$ cat src/rtl/strobe_measure_ctrl.sv
// Strobe-width measurement sequencer: arms the engine, waits for the data strobe,
// counts its high cycles and offers the count through a valid/ready handshake.
module strobe_measure_ctrl #(
  parameter int CNT_W   = 16,
  parameter int TIMEOUT = 255
) (
  input  logic             clk,
  input  logic             n_rst,
  input  logic             start,
  input  logic             abort,
  input  logic             d_s,
  input  logic             result_ready,
  output logic             eng_arm,
  output logic             waiting,
  output logic             counting,
  output logic [CNT_W-1:0] result,
  output logic             result_valid,
  output logic             timeout_err,
  output logic             overflow,
  output logic [2:0]       dbg_state
);

  localparam logic [2:0] S_IDLE  = 3'd0;
  localparam logic [2:0] S_ARM   = 3'd1;
  localparam logic [2:0] S_WAIT  = 3'd2;
  localparam logic [2:0] S_COUNT = 3'd3;
  localparam logic [2:0] S_DONE  = 3'd4;

  localparam logic [15:0]      TMR_LAST = 16'(TIMEOUT - 1);
  localparam logic [CNT_W-1:0] CNT_MAX  = {CNT_W{1'b1}};

  logic [2:0]       state_q, state_d;
  logic [15:0]      timer_q, timer_d;
  logic [CNT_W-1:0] cnt_q, cnt_d;
  logic             tmo_q, tmo_d;
  logic             ovf_q, ovf_d;

  // Handshake: result_valid is high for the whole of DONE; the result, timeout_err
  // and overflow do not change while result_valid=1 and result_ready=0, and the
  // transfer completes on the first rising edge where both are high.
  always_comb begin
    state_d = state_q;
    timer_d = timer_q;
    cnt_d   = cnt_q;
    tmo_d   = tmo_q;
    ovf_d   = ovf_q;
    case (state_q)
      S_IDLE: begin
        if (start) begin
          state_d = S_ARM;
          timer_d = '0;
          cnt_d   = '0;
          tmo_d   = 1'b0;
          ovf_d   = 1'b0;
        end
      end
      S_ARM: begin
        state_d = S_WAIT;
        timer_d = '0;
        cnt_d   = '0;
        tmo_d   = 1'b0;
        ovf_d   = 1'b0;
      end
      S_WAIT: begin
        if (abort) begin
          state_d = S_IDLE;
          cnt_d   = '0;
          tmo_d   = 1'b0;
          ovf_d   = 1'b0;
        end else if (d_s) begin
          // The cycle that detects the strobe is its first high cycle.
          state_d = S_COUNT;
          cnt_d   = CNT_W'(1);
        end else if (timer_q == TMR_LAST) begin
          state_d = S_DONE;
          cnt_d   = '0;
          tmo_d   = 1'b1;
        end else begin
          timer_d = timer_q + 16'd1;
        end
      end
      S_COUNT: begin
        if (abort) begin
          state_d = S_IDLE;
          cnt_d   = '0;
          tmo_d   = 1'b0;
          ovf_d   = 1'b0;
        end else if (d_s) begin
          if (cnt_q == CNT_MAX) ovf_d = 1'b1;
          else                  cnt_d = cnt_q + CNT_W'(1);
        end else begin
          state_d = S_DONE;
        end
      end
      S_DONE: begin
        if (result_ready) begin
          if (start) begin
            state_d = S_ARM;
            timer_d = '0;
            cnt_d   = '0;
            tmo_d   = 1'b0;
            ovf_d   = 1'b0;
          end else begin
            state_d = S_IDLE;
          end
        end
      end
      default: begin
        state_d = S_IDLE;
      end
    endcase
  end

  always_ff @(posedge clk or negedge n_rst) begin
    if (!n_rst) begin
      state_q <= S_IDLE;
      timer_q <= '0;
      cnt_q   <= '0;
      tmo_q   <= 1'b0;
      ovf_q   <= 1'b0;
    end else begin
      state_q <= state_d;
      timer_q <= timer_d;
      cnt_q   <= cnt_d;
      tmo_q   <= tmo_d;
      ovf_q   <= ovf_d;
    end
  end

  assign eng_arm      = (state_q == S_ARM);
  assign waiting      = (state_q == S_WAIT);
  assign counting     = (state_q == S_COUNT);
  assign result_valid = (state_q == S_DONE);
  assign result       = cnt_q;
  assign timeout_err  = tmo_q;
  assign overflow     = ovf_q;
  assign dbg_state    = state_q;

endmodule
$ cat config.mk
export PLATFORM = sky130hd
export DESIGN_NAME = strobe_measure_ctrl
export DESIGN_NICKNAME = d
export VERILOG_FILES = /design/src/rtl/strobe_measure_ctrl.sv
export SDC_FILE = /design/constraint.sdc
export NUM_CORES = 1
export LEC_CHECK = 0
export CAP_MARGIN = 0
export CORE_ASPECT_RATIO = 0.5
export CORE_UTILIZATION = 50
export DETAILED_ROUTE_END_ITERATION = 12
export GPL_TIMING_DRIVEN = 0
export PLACE_DENSITY = 0.84
export SLEW_MARGIN = 0
export SYNTH_ARGS = -nofsm -noshare
export SYNTH_HDL_FRONTEND = slang
export SYNTH_SLANG_ARGS = --single-unit
export TNS_END_PERCENT = 20
$ cat constraint.sdc
create_clock -name clk -period 5.81 [get_ports clk]
set_input_delay 0.581 -clock clk [delete_from_list [all_inputs] [get_ports clk]]
set_output_delay 0.581 -clock clk [all_outputs]
set_load 0.1 [all_outputs]
-- Word level (Yosys, flattened, before mapping)
Index checks and enable logic that the tools add are counted.
W data, S select, Z words.
- register bits after elaboration: 37
- bits of input ports: 6
- output and inout bits: 25
- word-level logic and storage cells: 72
- add/sub/neg operators: 2
- equality and inequality tests: 20
- mux-type cells: 37
- reductions and logical operators: 8
- operators with widths (cell ; number):
    $mux W16 ; 13
    $pmux W16 S5 ; 1
    $pmux W16 S4 ; 1
    $add A16 B1 Y16 const B ; 2
    $mux W3 ; 7
    $reduce_and A5 Y1 ; 4
    $eq A16 B16 Y1 const B ; 1
    $eq A16 B8 Y1 const B ; 1
    $pmux W3 S5 ; 1
    $ne A2 B2 Y1 const B ; 7
    $mux W1 ; 12
    $ne A3 B3 Y1 const B ; 4
    $pmux W1 S5 ; 2
    $eq A3 B2 Y1 const B ; 2
    $ne A3 B2 Y1 const B ; 2
    $reduce_bool A5 Y1 ; 1
    $ne A4 B3 Y1 const B ; 1
    $reduce_and A4 Y1 ; 1
    $reduce_bool A4 Y1 ; 1
    $eq A3 B1 Y1 const B ; 1
    $eq A3 B3 Y1 const B ; 1
    $logic_not A3 Y1 ; 1

-- Depth between registers and ports, before layout
Gate-level depths: netlist of run 1.
- word-level depth: 5
- depth in mapped cells: 9
- depth with buffers taken out: 7

-- Worst setup path before layout of run 1
Ideal clock, no wire load.
- path kind: register to register
- from: reg state_q[2] (netlist: dbg_state[2])
- to: reg timer_q[8]
- library setup time: 0.083 ns
- data arrival time: 4.387 ns
- data required time: 5.727 ns
- setup slack: 1.340 ns
- cell stages (with the launch flop): 7
- buffers on the path: 2
- clock period less this slack: 4.470 ns
- path through: dfrtp_1 > clkbuf_1 > nor3b_1 > nand2_1 > o21a_1 > clkbuf_1 > a31oi_1
- longest elaborated chain between the ends: 3
- elaborated cells on any way between the ends: 11
- classes of those cells: eq/ne (7); mux (1); reduce/logical (3)
- ends and longest elaborated chain (element ; line ; RTL):
    from (decl) ; 32 ; logic [2:0] state_q, state_d;
    from (signal assigned) ; 122 ; state_q <= state_d;
    $eq A3 B3 Y1 (*) ; n/a ;
    named net result_valid ; 17 ; output logic result_valid,
    $reduce_bool A4 Y1 (no line) or $ne A2 B2 Y1 (tied branches) ; n/a ;
    $reduce_and A5 Y1 (no line) ; n/a ;
    to (signal assigned) ; 123 ; timer_q <= timer_d;
    to (decl) ; 33 ; logic [15:0] timer_q, timer_d;
Mark *: on every way through the listed nets, which the timed path passes. The rest lies on a longest branch.
A chain may end at the register's enable or synchronous reset.

-- Final worst setup path of run 1
- from: reg state_q[0] (netlist: dbg_state[0])
- to: out waiting
- longest elaborated chain between the ends: 1
- ends and longest elaborated chain (element ; line ; RTL):
    $eq A3 B2 Y1 ; 131 ; assign waiting = (state_q == S_WAIT);
    to (decl) ; 14 ; output logic waiting,
Every way passes these cells.

==> summary.txt, run 1 <==
setup violators final = 0
Total GRT Usage = 25.78%
Synth Flop Type = dfrtp_1
Nets = 298
Core Rows = 16
post-synthesis cell type count = 49
Filler cells = 337
via count = 2,242
Sw Pwr = 486.9 uW
num ports = 31
Worst Hold Class = in2async
Syn Std Cell Area = 0.002257 mm2
critical path data arrival time = 2.95 ns
share of post-route cells with drive strength above 1 = 5.862%
Mean Syn Cell Area = 8.957 um2
Max H-tree Level = 2
Die W = 97.02 um
pin count of the biggest net entering global routing = 38
max-cap viol count = 0
reg2reg end = timer_q[7]$_DFFE_PN0P_
Root Driver = clkbuf_8
Post-Route Skew = 0.003857 ns
Synth-to-Final Area Change = 21.23%
Starting Density = 55.00%
Net Sw Frac = 47.22%
Final Hold Vio Count = 0
Max Freq = 0.2832 GHz
number of synthesis warnings = 0
R2R Setup Slk = 2.85 ns
GPL Wtd Cong = 0.8755
# DRC = 0
#FFs+latches synth = 37
vias in the first global route = 2,125
largest fanout on the critical path = 11
Seq/Total Area, Yosys = 41.02%
CP Launch Type = flip-flop
Mapped Nets = 261
multi-input logic area = 0.001225 mm2
postcts setup bufs = 0
Least-Margin Pin Slew = 0.9945 ns
unrepaired setup endpoints after global routing = false
clk slew on worst S/H paths = 0.08 ns
Post-CTS Hold Buffers = 0
Via density = 6.517
final wirelength = 5851 um
Async SR Flop Fraction = 100.0%
Wirelength per Cell = 17.01 um
Crit. End Element = output pin
outcome = finished, final reports clean
Setup TNS = 0 ns
CP required = 5.23 ns
EDFF count, synth = 0
CTS tree = built
maximum vdd drop = 0.0001963 V
post-cts sizing count = 0
Layout Utilization = 66.68%
Int Power = 544.2 uW
Clock power frac = 22.9%
R2R Path Start = dbg_state[0]$_DFFE_PN0P_
clock latency on the worst-skew pair = 0.29 ns
Detail Route Antenna Nets = 0
TritonCTS Sinks = 37
min Tclk post-route = 3.531 ns
top cells by area, synth = dfrtp_1, o41ai_1, a21oi_1
DR iter-0 viols = 207
Synth top area share = 41.02%
part of the cycle the worst path needs = 60.78%
port buffer count = 30
Clock Path Buffers = 2
Max Slew Vio Count = 0
ANT cells = 0
Die ar. = 0.004803 mm2
Gate power share = 47.5%
core box area = 0.004104 mm2
Lkg Pwr = 0.001112 uW
Max transition margin = 33.49%
post-synthesis cell count = 252
first-pass GRT wire length = 9970 um
critical path type = reg2out
GRT Residual Overflow = 0
Die Ht = 49.51 um
cells on worst reg2reg path = 6
Synth area leader = dfrtp_1
pwr dens = 376.8 mW/mm2
CTS Buf Count = 5
DRT Pass-1 Iters = 5
initial antenna violation count = 0
Seq pwr share = 29.5%
DP Wirelength = 4099 um
Reg area = 925.9 um2
## cell type report
| cell class | count | share of cell area, % |
|---|---|---|
| inverter | 7 | 0.9602 |
| timing repair buffer | 30 | 10.79 |
| sequential | 37 | 33.84 |
| buffer | 19 | 2.926 |
| tap | 54 | 2.469 |
| multi-input combinational | 189 | 44.76 |
| clock inverter | 1 | 1.097 |
| clock buffer | 7 | 3.155 |
## through the flow
step                      hold slack [ns]  worst slack [ns]  cell area (um2)  total power (uW)  instances
after global placement             0.4867             2.672             2625             781.8        336
after global routing               0.4574             2.213             2736              1077        344
after CTS                          0.4100             2.307             2736              1026        344
after detailed placement           0.5021             2.630             2620             792.3        336
after floorplan                    0.2854             1.340             2257             672.4        252
final                              0.3802             2.279             2736              1031        344
## worst max path at each step
stage,startpoint,to,slack [ns]
floorplan,dbg_state[2]$_DFFE_PN0P_,timer_q[8]$_DFFE_PN0P_,1.34
global placement,dbg_state[0]$_DFFE_PN0P_,waiting,2.67
detailed placement,dbg_state[0]$_DFFE_PN0P_,waiting,2.63
CTS,dbg_state[0]$_DFFE_PN0P_,waiting,2.31
global route,dbg_state[0]$_DFFE_PN0P_,waiting,2.21
finish,dbg_state[0]$_DFFE_PN0P_,waiting,2.28
## logic make-up (layout without fill, tap and decap cells)
logic type / after synthesis / count (layout) / share of synthesized area [%]
flip-flops: 37 / 37 / 41.02
buffers and inverters: 26 / 64 / 4.712
AO/OA/AOI/OAI: 88 / 88 / 27.00
adder cells (fa/ha/maj): 3 / 3 / 1.663
multiplexers: 1 / 1 / 0.4989
AND/OR/NAND/NOR: 96 / 96 / 24.72
XOR/XNOR: 1 / 1 / 0.3881
## registers in the layout (all words and copies together) (netlist names)
signal,count
dbg_state,3
result,16
overflow,1
timer_q,16
timeout_err,1
## layer usage
layer / GRT usage, % / wire length (um)
met1: 34.51 / 2563
met5: 0 / 0
met4: 6.468 / 40
met3: 5.532 / 425
met2: 43.08 / 2821
## critical path: stages (launching register included)
cell and delay (ns):
dfrtp_1 0.48, or3b_2 0.49, clkbuf_1 0.26, inv_1 0.26
clkdlybuf4s50_1 1.17
## cell usage after synthesis (2+ instances only)
cell and n:
a211o_1 2, a31oi_1 16, and2_1 2, nor4_1 3, o21ai_1 3, dfrtp_1 37, nand4_1 3, nor2b_1 4
nand2_1 19, nor2_1 13, nand3_1 10, and4_1 5, o21ai_0 8, nand3b_1 3, nor3_1 5, a21oi_1 20
or3_1 5, nand2b_1 6, o41ai_1 19, and3_1 7, and3b_1 2, o21a_1 3, o31ai_1 2, a41oi_1 5
ha_1 3, nor3b_1 2, inv_1 7, clkbuf_1 17
## power groups by stage
stage          clock [uW]  combinational, uW  sequential (uW)
2_1_floorplan           0                285              387
6_report              237                490              305
4_1_cts               235                487              304
3_3_place_gp            0                475              307
5_1_grt               248                520              309
3_5_place_dp            0                484              309
## layout by cell type, fill, tap and decap left out, types with 4 or more instances in the layout
master           instances
a21oi_1                 20
a31oi_1                 16
a41oi_1                  5
and3_1                   7
and4_1                   5
clkbuf_1                18
clkbuf_8                 6
clkdlybuf4s50_1         29
dfrtp_1                 37
inv_1                    7
nand2_1                 19
nand2b_1                 6
nand3_1                 10
nor2_1                  13
nor2b_1                  4
nor3_1                   5
o21ai_0                  8
o41ai_1                 19
or3_1                    5
Note: power is estimated with default switching activity, not from simulation.
==> inputs of run 2 (changes only) <==
--- a/config.mk
+++ b/config.mk
@@ -7,10 +7,10 @@
 export LEC_CHECK = 0
 export CAP_MARGIN = 0
 export CORE_ASPECT_RATIO = 0.5
-export CORE_UTILIZATION = 50
+export CORE_UTILIZATION = 49
 export DETAILED_ROUTE_END_ITERATION = 12
 export GPL_TIMING_DRIVEN = 0
-export PLACE_DENSITY = 0.84
+export PLACE_DENSITY = 0.85
 export SLEW_MARGIN = 0
 export SYNTH_ARGS = -nofsm -noshare
 export SYNTH_HDL_FRONTEND = slang
==> constraint.sdc (replaced) <==
create_clock -name clk -period 2.9 [get_ports clk]
set_input_delay 0.29 -clock clk [delete_from_list [all_inputs] [get_ports clk]]
set_output_delay 0.29 -clock clk [all_outputs]
set_load 0.1 [all_outputs]
==> summary.txt, run 2 (synthesis gave the netlist of run 1 again) <==
Die Ht = 49.99 um (+0.97%)
Max Freq = 0.3590 GHz
pre-CTS setup slack = -0.04360 ns (-2.674 ns)
vias in the first global route = 2,104 (-0.99%)
Starting Density = 51.26% (-3.7 points)
Core Rows = 17 (+1)
Filler cells = 383 (+14%)
core box area = 0.004403 mm2 (+7.3%)
clock latency on the worst-skew pair = 0.29 ns (about the same)
TritonCTS Sinks = 37 (unchanged)
Worst Hold Class = in2async
Max transition margin = 34.36% (+0.86 points)
Nets = 298 (unchanged)
crit path from = dbg_state[0]$_DFFE_PN0P_
Max Slew Vio Count = 0 (unchanged)
port buffer count = 30 (unchanged)
largest fanout on the critical path = 11 (unchanged)
Lkg Pwr = 0.001099 uW (-1.1%)
pwr dens = 730.0 mW/mm2 (+94%)
CP Launch Type = flip-flop
part of the cycle the worst path needs = 96.06%
Wirelength per Cell = 17.69 um (+4.0%)
Crit. End Element = flip-flop
unrepaired setup endpoints after global routing = false
most frequent cells in the layout = dfrtp_1, clkdlybuf4s50_1, a21oi_1
placed instance area = 0.002638 mm2 (+0.67%)
CP required = 3.08 ns (-2.15 ns)
Setup TNS = 0 ns (unchanged)
GPL Wtd Cong = 0.8806 (+0.58%)
clk slew on worst S/H paths = 0.08 ns (about the same)
share of post-route cells with drive strength above 1 = 6.920% (+1.1 points)
GRT Residual Overflow = 0 (unchanged)
commonest non-fill, non-tap cell in the layout = dfrtp_1
Least-Margin Pin Slew = 0.9816 ns (-0.01288 ns)
Layout Utilization = 62.09% (-4.6 points)
setup violators final = 0 (unchanged)
Max H-tree Level = 2 (unchanged)
# DRC = 0 (unchanged)
CTS Buf Count = 5 (unchanged)
Synth-to-Final Area Change = 21.12% (about the same)
initial antenna violation count = 0 (unchanged)
Root Driver = clkbuf_8
Post-Route Skew = 0.006229 ns (+0.002372 ns)
Final Hold Vio Count = 0 (unchanged)
Total GRT Usage = 26.16% (+0.38 points)
Post-Layout Inst Area = 0.002734 mm2 (about the same)
max-cap viol count = 0 (unchanged)
final wirelength = 6120 um (+4.6%)
Clock Path Buffers = 2 (unchanged)
Post-CTS Hold Buffers = 0 (unchanged)
maximum vdd drop = 0.0003561 V (+81%)
critical path data arrival time = 2.97 ns (+0.02 ns)
CTS tree = built
critical path type = reg2reg
Die ar. = 0.004898 mm2 (+2.0%)
num ports = 31 (unchanged)
DR iter-0 viols = 175 (-15%)
min Tclk post-route = 2.786 ns
final hold slack = 0.09828 ns (-0.2819 ns)
outcome = finished, final reports clean
final worst slack = 0.1144 ns (-2.165 ns)
Die W = 97.99 um (+0.99%)
Detail Route Antenna Nets = 0 (unchanged)
DRT Pass-1 Iters = 6 (+1)
R2R Path Start = dbg_state[0]$_DFFE_PN0P_
first-pass GRT wire length = 10,030 um (+0.62%)
DP Wirelength = 4107 um (+0.20%)
pin count of the biggest net entering global routing = 38 (unchanged)
via count = 2,293 (+2.3%)
Via density = 6.627 (+1.7%)
ANT cells = 0 (unchanged)
## run 2: report_power, final
group,switching (uW),internal [uW],total [uW]
logic,734,261,995
registers,73.7,553,627
clock network,185,189,373
## run 2: path summary, 6_finish.rpt
kind | end | slack (ns) | depth (start not counted)
setup reg to reg | result[0]$_DFFE_PN0P_ | 0.11 | 8
setup / recovery | result[0]$_DFFE_PN0P_ | 0.11 | 8
hold / removal | timer_q[6]$_DFFE_PN0P_ | 0.1 | 1
hold reg to reg | result[12]$_DFFE_PN0P_ | 0.51 | 1
min in group clk | result[12]$_DFFE_PN0P_ | 0.51 | 1
max in group asynchronous | dbg_state[2]$_DFFE_PN0P_ | 2.23 | 1
## run 2: timing repair
action,in CTS,in global routing
setup buffers,0,0
pin swaps,0,1
endpoints found under the setup margin,6,10
gates resized for setup,4,1
## run 2: metrics by stage
stage	total power, uW	std cells
floorplan	1360	252
global placement	1588	339
detailed placement	1611	339
CTS	1979	346
global route	2072	346
finish	1996	346
## run 2: metal layers
layer | vias up | global-route usage, % | wire, um
li1 | 1052 | - | -
met1 | 1134 | 33.10 | 2762
met2 | 98 | 45.07 | 2975
met3 | 9 | 4.539 | 302
met4 | 0 | 10.35 | 80
met5 | - | 0 | 0
## run 2: final cells by class
type	count	area, um2	area share (%)
buffer	19	80.08	2.929
clock buffer	7	86.33	3.158
inverter	7	26.28	0.9611
multi-input combinational	189	1245	45.54
sequential	37	928.4	33.96
tap	57	71.32	2.609
timing repair buffer	30	296.5	10.85
## run 2: worst max-delay path, stage by stage (launching register included)
cell	delay, ns
dfrtp_1	0.57
nor2b_1	0.37
and3b_1	0.23
clkbuf_1	0.32
and4_1	0.25
clkbuf_1	0.25
or3_1	0.16
buf_2	0.18
mux2_2	0.35
==> inputs of run 3 (changes only) <==
--- a/config.mk
+++ b/config.mk
@@ -6,7 +6,7 @@
 export NUM_CORES = 1
 export LEC_CHECK = 0
 export CAP_MARGIN = 0
-export CORE_ASPECT_RATIO = 0.5
+export CORE_ASPECT_RATIO = 0.75
 export CORE_UTILIZATION = 49
 export DETAILED_ROUTE_END_ITERATION = 12
 export GPL_TIMING_DRIVEN = 0
==> summary.txt, run 3 (synthesis gave the netlist of run 1 again) <==
fin cells = 345 (-0.29%)
worst path bufs/invs = 2 (-1)
Max H-tree Level = 2 (unchanged)
DR iter-0 viols = 235 (+34%)
Reg area = 928.4 um2 (unchanged)
Wirelength per Cell = 16.94 um (-4.2%)
Slowest-stage cell, CP = clkdlybuf4s50_1
vias in the first global route = 1,982 (-5.8%)
first-pass GRT wire length = 9632 um (-4.0%)
multi-input logic area = 0.001245 mm2 (unchanged)
TritonCTS Sinks = 37 (unchanged)
pin count of the biggest net entering global routing = 38 (unchanged)
max-cap viol count = 0 (unchanged)
R2R Path Start = timer_q[12]$_DFFE_PN0P_
num ports = 31 (unchanged)
via count = 2,273 (-0.87%)
reg2reg end = result[15]$_DFFE_PN0P_
Post-Route Skew = 0.009656 ns (+0.003427 ns)
Synth-to-Final Area Change = 22.45%
pwr dens = 755.8 mW/mm2 (+3.5%)
critical path type = reg2out
GRT Residual Overflow = 0 (unchanged)
port buffer count = 30 (unchanged)
CP Launch Type = flip-flop
commonest non-fill, non-tap cell in the layout = dfrtp_1
R2R Setup Slk = 0.20 ns (+0.09 ns)
Die ar. = 0.004885 mm2 (-0.27%)
clock latency on the worst-skew pair = 0.30 ns (about the same)
Via density = 6.588 (-0.58%)
min Tclk post-route = 2.766 ns (-0.01990 ns)
DP Wirelength = 4011 um (-2.3%)
Total GRT Usage = 26.56% (+0.40 points)
largest fanout on the critical path = 10 (-1)
Starting Density = 53.37% (+2.1 points)
unrepaired setup endpoints after global routing = false
total power = 2089 uW (+4.7%)
Detail Route Antenna Nets = 0 (unchanged)
critical-path cell list = clkbuf_1, nand2b_1, nor2_1, clkdlybuf4s50_1
CTS Buf Count = 5 (unchanged)
Worst Hold Class = in2async
Max transition margin = 34.36% (about the same)
maximum vdd drop = 0.0008623 V (+140%)
Post-CTS Hold Buffers = 0 (unchanged)
Core Rows = 20 (+3)
Nets = 298 (unchanged)
initial antenna violation count = 0 (unchanged)
CP required = 2.61 ns (-0.47 ns)
most frequent cells in the layout = dfrtp_1, clkdlybuf4s50_1, a21oi_1
part of the cycle the worst path needs = 95.37% (-0.69 points)
ANT cells = 0 (unchanged)
critical path data arrival time = 2.48 ns (-0.49 ns)
final wirelength = 5846 um (-4.5%)
# DRC = 0 (unchanged)
clk slew on worst S/H paths = 0.08 ns (about the same)
Least-Margin Pin Slew = 0.9815 ns (-0.0001380 ns)
delay-heaviest family, CP = buffers and inverters
# placed instances = 337 (-0.59%)
CTS tree = built
Die Ht = 60.78 um (+22%)
CP Depth = 4 (-4)
cells on worst reg2reg path = 7 (-1)
GPL Wtd Cong = 0.9079 (+3.1%)
Worst path max stage delay = 1.16 ns (+0.59 ns)
Max Slew Vio Count = 0 (unchanged)
core box area = 0.004229 mm2 (-3.9%)
DRT Pass-1 Iters = 5 (-1)
outcome = finished, final reports clean
setup violators final = 0 (unchanged)
Die W = 80.37 um (-18%)
Final Hold Vio Count = 0 (unchanged)
share of post-route cells with drive strength above 1 = 7.931% (+1.0 points)
Crit. End Element = output pin
Clock Path Buffers = 2 (unchanged)
Lkg Pwr = 0.001120 uW (+1.9%)
Max Freq = 0.3616 GHz (+0.72%)
Root Driver = clkbuf_8
Filler cells = 356 (-7.0%)
-- run 3: changes by cell type in the layout (fill, tap and decap cells not counted) --
cell,delta
buf_1,-1
bufinv_16,+1
clkbuf_2,+2
clkbuf_1,-1
-- run 3: repair_timing --
action / CTS / global route
resized for setup: 3 / 5
setup buffers: 0 / 0
setup endpoints to repair: 1 / 25
pin swaps: 0 / 0
endpoints found under the hold margin: 0 / 0
-- run 3: cell type report --
cell class / instances / area share (%)
plain buffers: 19 / 2.988
multi-input cells: 189 / 45.04
clock buffers: 7 / 3.124
well taps: 55 / 2.490
repair buffers: 30 / 10.73
clock inverters: 1 / 1.086
flip-flops and latches: 37 / 33.59
inverters: 7 / 0.9507
-- run 3: through the flow --
| step | setup WS (ns) | hold WS (ns) | area (um2) | TNS [ns] | util [%] |
|---|---|---|---|---|---|
| 5_1_grt | 0.03849 | 0.1547 | 2764 | 0 | 65.35 |
| 3_3_place_gp | -0.01826 | 0.4947 | 2640 | -0.01826 | 62.43 |
| 6_report | 0.1343 | 0.08220 | 2764 | 0 | 65.35 |
| 4_1_cts | 0.02136 | 0.1141 | 2753 | 0 | 65.09 |
| 3_5_place_dp | -0.01827 | 0.4403 | 2635 | -0.01827 | 62.31 |
| 2_1_floorplan | 0.04847 | -0.005591 | 2271 | 0 | - |
-- run 3: how the worst max path moves through the flow --
stage	slack, ns	to	start
2_1_floorplan	0.05	result[0]$_DFFE_PN0P_	dbg_state[0]$_DFFE_PN0P_
3_3_place_gp	-0.02	waiting	dbg_state[0]$_DFFE_PN0P_
5_1_grt	0.04	eng_arm	dbg_state[2]$_DFFE_PN0P_
6_report	0.13	eng_arm	dbg_state[2]$_DFFE_PN0P_
3_5_place_dp	-0.02	waiting	dbg_state[0]$_DFFE_PN0P_
4_1_cts	0.02	timer_q[11]$_DFFE_PN0P_	dbg_state[0]$_DFFE_PN0P_
-- run 3: routing by layer --
metal  part of all wire [%]  track usage, %
met1                     49           37.72
met2                     43           39.59
met3                    6.4           5.414
met4                    1.7           11.48
met5                      0               0
-- run 3: power breakdown --
part           switching (uW)  total (uW)  internal, uW
sequential               62.8         616           553
clock                     191         472           281
combinational             736        1000           265
